**src/rtl/ring_alloc_arbiter_if.sv**
```systemverilog
// Allocation/release bundle between requesters and the ring allocator.
// slave is the allocator side, master the requester/retire side.
interface ring_alloc_arbiter_if #(
    parameter int SIZE    = 32,
    parameter int REQ_NUM = 4
);
    localparam int PW = $clog2(SIZE);
    localparam int CW = $clog2(SIZE + 1);

    logic               i_clear;
    logic [REQ_NUM-1:0] i_req;
    logic [REQ_NUM-1:0] o_gnt;
    logic [PW-1:0]      o_alloc_ptr;
    logic               i_release;
    logic [PW-1:0]      o_release_ptr;
    logic [CW-1:0]      o_count;
    logic               o_full;
    logic               o_empty;
    logic               o_underflow;

    modport slave (
        input  i_clear, i_req, i_release,
        output o_gnt, o_alloc_ptr, o_release_ptr, o_count, o_full, o_empty, o_underflow
    );

    modport master (
        output i_clear, i_req, i_release,
        input  o_gnt, o_alloc_ptr, o_release_ptr, o_count, o_full, o_empty, o_underflow
    );
endinterface

```
**src/rtl/ring_alloc_arbiter.sv**
```systemverilog
// Round-robin allocator for a shared circular queue: grants one entry per cycle,
// retires entries in FIFO order and tracks occupancy, full/empty and underflow.
module ring_alloc_arbiter #(
    parameter int SIZE    = 32,
    parameter int REQ_NUM = 4
) (
    input  logic i_clk,
    input  logic i_reset,
    ring_alloc_arbiter_if.slave bus
);
    localparam int PW = $clog2(SIZE);
    localparam int CW = $clog2(SIZE + 1);
    localparam int LW = (REQ_NUM > 1) ? $clog2(REQ_NUM) : 1;

    logic [PW-1:0]      r_in_ptr;
    logic [PW-1:0]      r_out_ptr;
    logic [CW-1:0]      r_count;
    logic [LW-1:0]      r_last;
    logic               r_underflow;

    logic               w_full;
    logic               w_empty;
    logic               w_alloc;
    logic               w_rel;
    logic               w_unf_evt;
    logic               w_found;
    logic [LW-1:0]      w_idx;
    logic [LW-1:0]      w_gnt_idx;
    logic [REQ_NUM-1:0] w_gnt;

    function automatic logic [PW-1:0] f_inc(input logic [PW-1:0] p);
        return (p == PW'(SIZE - 1)) ? '0 : p + PW'(1);
    endfunction

    assign w_full  = (r_count == CW'(SIZE));
    assign w_empty = (r_count == '0);

    // Search starts just past the last winner and ends on it.
    always_comb begin
        w_gnt     = '0;
        w_gnt_idx = r_last;
        w_found   = 1'b0;
        w_idx     = '0;
        if (!w_full && !bus.i_clear) begin
            for (int k = 1; k <= REQ_NUM; k++) begin
                w_idx = LW'((int'(r_last) + k) % REQ_NUM);
                if (!w_found && bus.i_req[w_idx]) begin
                    w_found      = 1'b1;
                    w_gnt_idx    = w_idx;
                    w_gnt[w_idx] = 1'b1;
                end
            end
        end
    end

    assign w_alloc   = w_found;
    assign w_rel     = bus.i_release && !w_empty && !bus.i_clear;
    assign w_unf_evt = bus.i_release && w_empty && !bus.i_clear;

    always_ff @(posedge i_clk) begin
        if (i_reset || bus.i_clear) begin
            r_in_ptr    <= '0;
            r_out_ptr   <= '0;
            r_count     <= '0;
            r_last      <= LW'(REQ_NUM - 1);
            r_underflow <= 1'b0;
        end else begin
            if (w_alloc) begin
                r_in_ptr <= f_inc(r_in_ptr);
                r_last   <= w_gnt_idx;
            end
            if (w_rel) begin
                r_out_ptr <= f_inc(r_out_ptr);
            end
            case ({w_alloc, w_rel})
                2'b10:   r_count <= r_count + CW'(1);
                2'b01:   r_count <= r_count - CW'(1);
                default: r_count <= r_count;
            endcase
            if (w_unf_evt) begin
                r_underflow <= 1'b1;
            end
        end
    end

    assign bus.o_gnt         = w_gnt;
    assign bus.o_alloc_ptr   = r_in_ptr;
    assign bus.o_release_ptr = r_out_ptr;
    assign bus.o_count       = r_count;
    assign bus.o_full        = w_full;
    assign bus.o_empty       = w_empty;
    assign bus.o_underflow   = r_underflow;
endmodule

```
**src/flat_wrapper.sv**
```systemverilog
// flat-port wrapper written by rule: the top's interface ports become plain ports
module ring_alloc_arbiter_flat 
#(
    parameter int SIZE    = 32,
    parameter int REQ_NUM = 4
)
  (i_clk, i_reset, bus_i_clear, bus_i_req, bus_i_release, bus_o_gnt, bus_o_alloc_ptr, bus_o_release_ptr, bus_o_count, bus_o_full, bus_o_empty, bus_o_underflow);
  ring_alloc_arbiter_if #(.SIZE(SIZE), .REQ_NUM(REQ_NUM)) bus_i ();
  input  logic i_clk;
  input  logic i_reset;
  input wire logic [$bits(bus_i.i_clear)-1:0] bus_i_clear;
  input wire logic [$bits(bus_i.i_req)-1:0] bus_i_req;
  input wire logic [$bits(bus_i.i_release)-1:0] bus_i_release;
  output wire logic [$bits(bus_i.o_gnt)-1:0] bus_o_gnt;
  output wire logic [$bits(bus_i.o_alloc_ptr)-1:0] bus_o_alloc_ptr;
  output wire logic [$bits(bus_i.o_release_ptr)-1:0] bus_o_release_ptr;
  output wire logic [$bits(bus_i.o_count)-1:0] bus_o_count;
  output wire logic [$bits(bus_i.o_full)-1:0] bus_o_full;
  output wire logic [$bits(bus_i.o_empty)-1:0] bus_o_empty;
  output wire logic [$bits(bus_i.o_underflow)-1:0] bus_o_underflow;
  assign bus_i.i_clear = bus_i_clear;
  assign bus_i.i_req = bus_i_req;
  assign bus_i.i_release = bus_i_release;
  assign bus_o_gnt = bus_i.o_gnt;
  assign bus_o_alloc_ptr = bus_i.o_alloc_ptr;
  assign bus_o_release_ptr = bus_i.o_release_ptr;
  assign bus_o_count = bus_i.o_count;
  assign bus_o_full = bus_i.o_full;
  assign bus_o_empty = bus_i.o_empty;
  assign bus_o_underflow = bus_i.o_underflow;
  ring_alloc_arbiter #(.SIZE(SIZE), .REQ_NUM(REQ_NUM)) u_core (.i_clk(i_clk), .i_reset(i_reset), .bus(bus_i));
endmodule
```
**config.mk**
```make
export PLATFORM = sky130hd
export DESIGN_NAME = ring_alloc_arbiter_flat
export DESIGN_NICKNAME = d
export VERILOG_FILES = /design/src/rtl/ring_alloc_arbiter_if.sv /design/src/rtl/ring_alloc_arbiter.sv /design/src/flat_wrapper.sv
export SDC_FILE = /design/constraint.sdc
export NUM_CORES = 1
export LEC_CHECK = 0
export ABC_AREA = 1
export BUFFER_PORTS_ARGS = -buffer_cell sky130_fd_sc_hd__buf_2
export CORE_UTILIZATION = 55
export CTS_CLUSTER_DIAMETER = 60
export CTS_CLUSTER_SIZE = 40
export DETAILED_ROUTE_END_ITERATION = 16
export PLACE_DENSITY = 0.89
export SYNTH_ARGS = -nofsm -noshare
export SYNTH_HDL_FRONTEND = slang
export SYNTH_SLANG_ARGS = --single-unit
```
**constraint.sdc**
```tcl
create_clock -name i_clk -period 3.4 [get_ports i_clk]
set_input_delay 0.68 -clock i_clk [delete_from_list [all_inputs] [get_ports i_clk]]
set_output_delay 0.68 -clock i_clk [all_outputs]
set_load 0.02 [all_outputs]
```
# Word level (Yosys, flattened, before mapping)
# Cells that the tools add are included.
# word_totals
in_bits,8
regBits,19
elab_cells,91
output_inout_bits,23
mem_bits_ro,0
latchBits,0
n_memories,0
ramBits,0
# op_classes
bitwise_logic,3
shift,0
order_cmp,8
eq_ne,5
mux,39
div_mod_pow,0
n_addsub,8
reduce_logical,23
mul,0
# op_table
op,count
$mux W4,8
$mux W1,16
$logic_and A1 B1 Y1,12
$lt A2 B3 Y1 const B,4
$or A4 B4 Y4,3
$pmux W6 S2,1
$add A5 B1 Y5 const B,2
$eq A5 B5 Y1 const B,2
$mux W5,2
$bmux W1 S2,4
$demux W1 S2,4
$ge A2 B1 Y1 const B,4
$mux W2,4
$add A6 B1 Y6 const B,1
$eq A6 B6 Y1 const B,1
$logic_not A1 Y1,6
$logic_not A6 Y1,1
$sub A6 B1 Y6 const B,1
$add A2 B1 Y2 const B,2
$add A2 B2 Y2 const B,2
$reduce_bool A4 Y1,1
$reduce_and A3 Y1,1
$eq A2 B1 Y1 const B,1
$eq A2 B2 Y1 const B,1
2 further kinds,2

# Logic depth before layout (Yosys ltp)
# Gate-level depths: netlist of run 1.
# depth
word_depth,19
ltp_mapped,17
ltp_nobuf,17

# Worst setup path before layout of run 1
# OpenSTA, ideal clock, no wires.
# synth_timing
path_type,reg2reg
startpoint,register u_core.r_last[0]
endpoint,"register u_core.r_count[3], in the netlist u_core.bus.o_count[3]"
arrival_time_ns,2.810
setup_slack_ns,0.533
n_path_buf,0
synth_period_minus_slack_ns,2.867
stages_incl_launch_ff,17
setup_ns,0.056
t_required_ns,3.344
path_cell_list,dfxtp_1 inv_2 ha_1 inv_1 nand3_4 nand2_4 nand4_4 nand2_4 ha_1 ha_1 nand2_1 nand2_1 a31o_2 and2_1 o21ai_0 nand2_1 inv_1
# synth_between
elab_chain_cells,19
# synth_rtl
item,line_no,source
from (decl),ring_alloc_arbiter.sv:18,logic [LW-1:0] r_last;
from (signal assigned),ring_alloc_arbiter.sv:65,r_last <= LW'(REQ_NUM - 1);
from (signal assigned),ring_alloc_arbiter.sv:70,r_last <= w_gnt_idx;
$add A2 B1 Y2,ring_alloc_arbiter.sv:46,w_idx = LW'((int'(r_last) + k) % REQ_NUM);
$bmux W1 S2,ring_alloc_arbiter.sv:47,if (!w_found && bus.i_req[w_idx]) begin
$mux W1 (not written as such),ring_alloc_arbiter.sv:47,
$mux W1,ring_alloc_arbiter.sv:47,
$mux W1,ring_alloc_arbiter.sv:44,if (!w_full && !bus.i_clear) begin
$logic_not A1 Y1,ring_alloc_arbiter.sv:47,
$logic_and A1 B1 Y1,ring_alloc_arbiter.sv:47,
$mux W1,ring_alloc_arbiter.sv:47,
(+3 left out),n/a,
$mux W1,ring_alloc_arbiter.sv:47,
$mux W1,ring_alloc_arbiter.sv:44,
$logic_not A1 Y1,ring_alloc_arbiter.sv:47,
$logic_and A1 B1 Y1,ring_alloc_arbiter.sv:47,
$mux W1 (*),ring_alloc_arbiter.sv:47,
$mux W1 (*),ring_alloc_arbiter.sv:44,
$eq A2 B1 Y1 or $eq A2 B2 Y1 (tied branches),ring_alloc_arbiter.sv:75,"case ({w_alloc, w_rel})"
$pmux W6 S2 or $reduce_bool A2 Y1 (tied branches),n/a,
to (signal assigned),ring_alloc_arbiter.sv:76,2'b10: r_count <= r_count + CW'(1);
to (signal assigned),ring_alloc_arbiter.sv:77,2'b01: r_count <= r_count - CW'(1);
to (signal assigned),ring_alloc_arbiter.sv:78,default: r_count <= r_count;
to (decl),ring_alloc_arbiter.sv:17,logic [CW-1:0] r_count;
# Every way passes the cells marked *; elsewhere a longest branch is shown, timed or not. The select of a mux whose other input is x is not followed.
# A chain may end at the register's enable or synchronous reset.

# Worst setup path after layout of run 1
# layout_timing
startpoint,register u_core.r_last[1]
endpoint,"register u_core.r_count[4], in the netlist u_core.bus.o_count[4]"
# Same word-level chain as after synthesis.

==> results.toml, run 1 <==
[run_status]
status = "complete, no violations"

[clocking]
clock-sinks = 19
ctsHtreeMaxLevel = 1
clockBufferDepth = 2
cts_setup_buffers = 0
tritoncts = "done"
cts_inserted_buffers = 3
root_buffer = "clkbuf_4"
clock_latency_ps = 300
clkTransAtPathRegs_ps = 110

[synthesis]
synth_nets = 266
yosys_warnings = 0
yosysTopAreaCell = "dfxtp_1"
syn_inst = 240
synth-seq-area-share_pct = 24.01
synth.top_cell.area_share_pct = 24.01
syn_area_mm2 = 0.001584
ys_ff_latch = 19
netlist_top_cells_area = "dfxtp_1 (24%), ha_1 (13%), nand2_1 (12%)"
synth.avg_cell_area_um2 = 6.600
synth.distinct_cells = 27

[floorplanning]
die_x_um = 55.67
rows = 19
start_util_pct = 57.94
die-area_mm2 = 0.003099
ioPinCount = 31
core_mm2 = 0.002734
die_h_um = 55.67

[sta]
fmax_ghz = 0.3276
setup_violations = 0
hold_viol_final = 0
fin_tns_setup_ps = 0
worst_pin_slew_ps = 402.0
period_share_pct = 89.79
skew_ps = 2.031
drv_slew = 0
rsz0062_at_grt = "false"
period_needed_ps = 3053
slew_headroom_pct = 73.10

[worst_setup_path]
r2r_cells = 17
crit_buf_inv = 4
cp.required_ps = 3660
crit_path_max_incr_delay_ps = 410
worstPathCellList = "inv_1, ha_1, inv_1, nand3_4, nand2_4, nand4_4, nand2_4, ha_1, inv_1, fa_1, o21ai_0, a21oi_1, nor2_1, nor2_1, nand2_1, nand2_1, inv_1"
crit_fanout = 9
cp_common_cell = "inv_1"
cp.depth = 17
arrival_ps = 3320
cp_top_family = "adder cells"
endpoint_kind = "flop"
cp-start-kind = "flop"
cpMaxStageDelayCell = "dfxtp_2"
crit_type = "flop to flop"

[route]
viasPerCell = 5.278
routed_wl_um = 3445
met1Wirelength_um = 1679
route.detailed.drc = 0
post_drt_wl_per_cell_um = 11.26
wl_met2_um = 1586
vias = 1615
antenna_left = 0
drt_iter0_drc = 54
dr_wl_met3_um = 130
drt_pass1_iterations = 4
dr.max_layer_used = "met4"

[power_and_ir_drop]
power.total_w = 0.0005939
leakage_nw = 0.9261
irDropWorstVdd_mv = 0.2950
p_per_area_mw_per_mm2 = 327.6

[cells_and_area]
drive_above_1_share_pct = 21.82
antenna_cells = 0
final_cell_mix = "nand2_1 (50), inv_1 (33), nand3_1 (32)"
layout_commonest_cell = "nand2_1"
nNetsFinal = 302
area_growth_pct = 14.46

[placed_design]
gp_congestion = 0.8883
io_buffers = 30
dp_hpwl_um = 2691

[global_route]
grt_max_degree = 12
grt_pass1_wl_um = 5968
grt.overflow.total = 0
antenna_found_initial = 0
grt_pass1_vias = 1419
grt.total_usage_pct = 23.73

[hold_path]
min_path_cells = 2
hold_class = "flop to flop"

[job]
max-cap-violations = 0
cells in the mapped netlist (all sizes together):
library cell  number
dfxtp             19
xnor2              1
and2               1
nand3b             1
nor3               3
a21oi             21
ha                17
nand2             58
fa                 1
o21ai              8
nand4              6
nand3             35
inv               40
a31o               1
nor2              25
xor2               1
clkbuf             1
clkinv             1
area by class of cell:
| cell class | count | area [µm²] |
|---|---|---|
| fillers | 241 | 920.9 |
| clock inverters | 1 | 5.005 |
| repair buffers | 32 | 165.2 |
| well taps | 31 | 38.79 |
| clock buffers | 3 | 22.52 |
| multi-input cells | 179 | 1046 |
| flip-flops and latches | 19 | 381.6 |
| inverters | 41 | 153.9 |
routing by layer:
layer | track usage [%] | vias to the layer above
met5 | 0 | -
met4 | 10.71 | 0
met3 | 2.326 | 5
met2 | 40.28 | 33
met1 | 30.38 | 724
li1 | - | 853
logic make-up (layout without fill, tap and decap cells):
logic type                 count (synthesis)  after routing  share of synthesized area [%]
adders and majority gates                 18             18                          14.69
and+or+nand+nor                          129            129                          40.28
AOI/OAI and AO/OA                         30             30                          9.953
xor gates and xnor gates                   2              2                          1.106
DFF                                       19             19                          24.01
buffers and inverters                     42             77                          9.953
flip-flops by register name (all words and copies together) (netlist names):
register / count
u_core.bus.o_underflow: 1
u_core.bus.o_release_ptr: 5
u_core.bus.o_count: 6
u_core.bus.o_alloc_ptr: 5
u_core.r_last: 2
worst reg2reg max path: stages, from the launching register on:
cell,delay [ps]
dfxtp_2,410
inv_1,140
ha_1,390
inv_1,140
nand3_4,110
nand2_4,130
nand4_4,160
nand2_4,120
ha_1,280
inv_1,100
fa_1,420
o21ai_0,190
a21oi_1,100
nor2_1,90
nor2_1,50
nand2_1,80
nand2_1,50
inv_1,40
what timing repair did:
item | in CTS | in global routing
endpoints found under the setup margin | 0 | 2
hold buffers | 0 | 0
resized for setup | 0 | 1
through the flow:
stage	worst slack (ps)	cell area, µm²	util [%]	hold WS [ps]	std cells
after floorplan	533.4	1584	-	551.6	240
after global placement	433.6	1784	65.26	451.2	302
after detailed placement	282.6	1784	65.26	456.9	302
after CTS	237.2	1812	66.27	486.1	306
after global routing	94.03	1813	66.32	503.9	306
final	347.1	1813	66.32	490.9	306
power by group:
part / internal, W / total (W) / leakage, nW / switching (W)
logic: 0.0000764 / 0.000232 / 0.754 / 0.000155
clock network: 0.0000440 / 0.000118 / 0.0177 / 0.0000742
registers: 0.000233 / 0.000244 / 0.154 / 0.0000116
total: 0.000353 / 0.000594 / 0.926 / 0.000241
worst paths after layout:
check | startpoint | endpoint | slack [ps]
setup / recovery | u_core.r_last[1] | u_core.bus.o_count[4] | 350
hold / removal | u_core.bus.o_underflow | u_core.bus.o_underflow | 490
setup reg to reg | u_core.r_last[1] | u_core.bus.o_count[4] | 350
hold reg to reg | u_core.bus.o_underflow | u_core.bus.o_underflow | 490
Power figures use the tool's default switching activity.
==> inputs of run 2 (changes only) <==
--- a/config.mk
+++ b/config.mk
@@ -6,12 +6,13 @@
 export NUM_CORES = 1
 export LEC_CHECK = 0
 export ABC_AREA = 1
-export BUFFER_PORTS_ARGS = -buffer_cell sky130_fd_sc_hd__buf_2
-export CORE_UTILIZATION = 55
+export BUFFER_PORTS_ARGS = -buffer_cell sky130_fd_sc_hd__buf_4
+export CORE_UTILIZATION = 61
+export CTS_BUF_LIST = sky130_fd_sc_hd__clkbuf_8
 export CTS_CLUSTER_DIAMETER = 60
 export CTS_CLUSTER_SIZE = 40
 export DETAILED_ROUTE_END_ITERATION = 16
-export PLACE_DENSITY = 0.89
+export PLACE_DENSITY = 0.95
 export SYNTH_ARGS = -nofsm -noshare
 export SYNTH_HDL_FRONTEND = slang
 export SYNTH_SLANG_ARGS = --single-unit
==> constraint.sdc (replaced) <==
create_clock -name i_clk -period 3.59 [get_ports i_clk]
set_input_delay 0.718 -clock i_clk [delete_from_list [all_inputs] [get_ports i_clk]]
set_output_delay 0.718 -clock i_clk [all_outputs]
set_load 0.02 [all_outputs]
==> results.toml, run 2 (same netlist as run 1, synthesis figures left out) <==
[route]
post_drt_wl_per_cell_um = 11.56
drt_iter0_drc = 33
vias = 1612
route.detailed.drc = 0
drt_pass1_iterations = 4
viasPerCell = 5.320
routed_wl_um = 3503
antenna_left = 0

[placed_design]
dp_slack_ps = 418.5
dp_hpwl_um = 2747
post_dp_cell_area_mm2 = 0.001843
gp_congestion = 0.8876
dpl.cell_count = 299
io_buffers = 30

[floorplanning]
die-area_mm2 = 0.002805
core_mm2 = 0.002455
die_h_um = 52.96
start_util_pct = 64.53
die_x_um = 52.96
ioPinCount = 31
rows = 18

[clocking]
cts_setup_buffers = 0
clockBufferDepth = 2
ctsHtreeMaxLevel = 1
clock-sinks = 19
clkTransAtPathRegs_ps = 70
root_buffer = "clkbuf_8"
tritoncts = "done"
cts_inserted_buffers = 3
clock_latency_ps = 260
cts_resized = 0
ctsHoldBuffers = 0

[worst_setup_path]
arrival_ps = 3450
worstPathCellList = "inv_2, ha_1, inv_1, nand3_4, nand2_4, nand4_4, nand2_4, ha_1, inv_1, fa_1, o21ai_0, a21oi_1, nor2_1, nor2_1, nand2_1, nand2_1, inv_1"
crit_path_max_incr_delay_ps = 520
endpoint_kind = "flop"
crit_type = "flop to flop"
cpMaxStageDelayCell = "dfxtp_1"
cp.required_ps = 3800
cp-start-kind = "flop"
crit_fanout = 10
cp_common_cell = "inv_1"

[cells_and_area]
stdcell_count = 303
final_area_mm2 = 0.001889
nNetsFinal = 300
layout_commonest_cell = "nand2_1"
nFillCells = 188
final_cell_mix = "nand2_1 (50), inv_1 (33), nand3_1 (32)"
drive_above_1_share_pct = 20.88
multiInputGateArea_mm2 = 0.001046
final-seq-area_um2 = 380.4
area_growth_pct = 19.27
antenna_cells = 0
largest_reg_flops = 6

[sta]
period_share_pct = 90.32
rsz0062_at_grt = "false"
hold_viol_final = 0
drv_slew = 0
worst_pin_slew_ps = 480.8
slew_headroom_pct = 67.92
worst_slack_ps = 347.7
fmax_ghz = 0.3084
skew_ps = 2.774
period_needed_ps = 3242
fin_tns_setup_ps = 0
setup_violations = 0
hold_ws_ps = 485.7

[power_and_ir_drop]
power_switching_share_pct = 38.32
p_switching_w = 0.0002348
p_int_w = 0.0003779
p_per_area_mw_per_mm2 = 324.3
irDropWorstVdd_mv = 0.2723
leakage_nw = 0.9317
p_seq_share_pct = 38.0
clkPwrFrac_pct = 25.0
comb_power_share_pct = 37.0

[global_route]
grt.overflow.total = 0
grt_pass1_wl_um = 5740
grtUsageMet1_pct = 34.02
grt.total_usage_pct = 27.35
top_usage_layer = "met2"
use_met3_pct = 2.874
grt_pass1_vias = 1385
grt_max_degree = 12
met2_usage_pct = 47.68
antenna_found_initial = 0

[run_status]
status = "complete, no violations"

[job]
max-cap-violations = 0

[hold_path]
hold_class = "flop to flop"
==> run 2: changes by cell type in the layout (fill, tap and decap cells not counted) <==
cell      delta
buf_2       -30
buf_4       +28
clkbuf_4     -3
clkbuf_8     +3
dfxtp_1      +1
dfxtp_2      -1
==> run 2: layout make-up <==
class | instances | area share (%)
multi-input cells | 179 | 55.36
flip-flops and latches | 19 | 20.13
repair buffers | 30 | 11.92
inverters | 41 | 8.146
clock buffers | 3 | 2.185
well taps | 30 | 1.987
clock inverters | 1 | 0.2649
==> run 2: final timing paths <==
path | startpoint | to | slack, ps | depth (start not counted)
setup / recovery | u_core.r_last[0] | u_core.bus.o_count[4] | 350 | 17
hold / removal | u_core.bus.o_underflow | u_core.bus.o_underflow | 490 | 2
setup reg to reg | u_core.r_last[0] | u_core.bus.o_count[4] | 350 | 17
hold reg to reg | u_core.bus.o_underflow | u_core.bus.o_underflow | 490 | 2
==> run 2: per-stage QoR <==
stage               power [W]  util, %
floorplan           0.0003993        -
global placement    0.0004557    75.08
detailed placement  0.0004615    75.08
CTS                 0.0006110    76.96
global route        0.0006462    76.96
finish              0.0006127    76.96
==> run 2: metal layers <==
layer	part of all wire, %	routed length [µm]	vias up
met5	0	0	-
met4	1.7	61	0
met3	2.5	89	7
met2	49	1699	33
met1	47	1653	725
li1	-	-	847
==> run 2: power by group through the flow <==
stage               combinational, W  clock (W)  sequential, W
detailed placement          0.000224          0       0.000237
global route                0.000252   0.000160       0.000234
floorplan                   0.000155          0       0.000244
global placement            0.000219          0       0.000237
finish                      0.000226   0.000153       0.000233
CTS                         0.000225   0.000153       0.000233
==> run 2: worst max-delay path, delay by kind of cell (launching register included) <==
family          cells  cell delay (ps)
fa+ha+maj           3             1120
buf+inv             4              460
flops               1              520
compound gates      2              320
simple gates        8              790
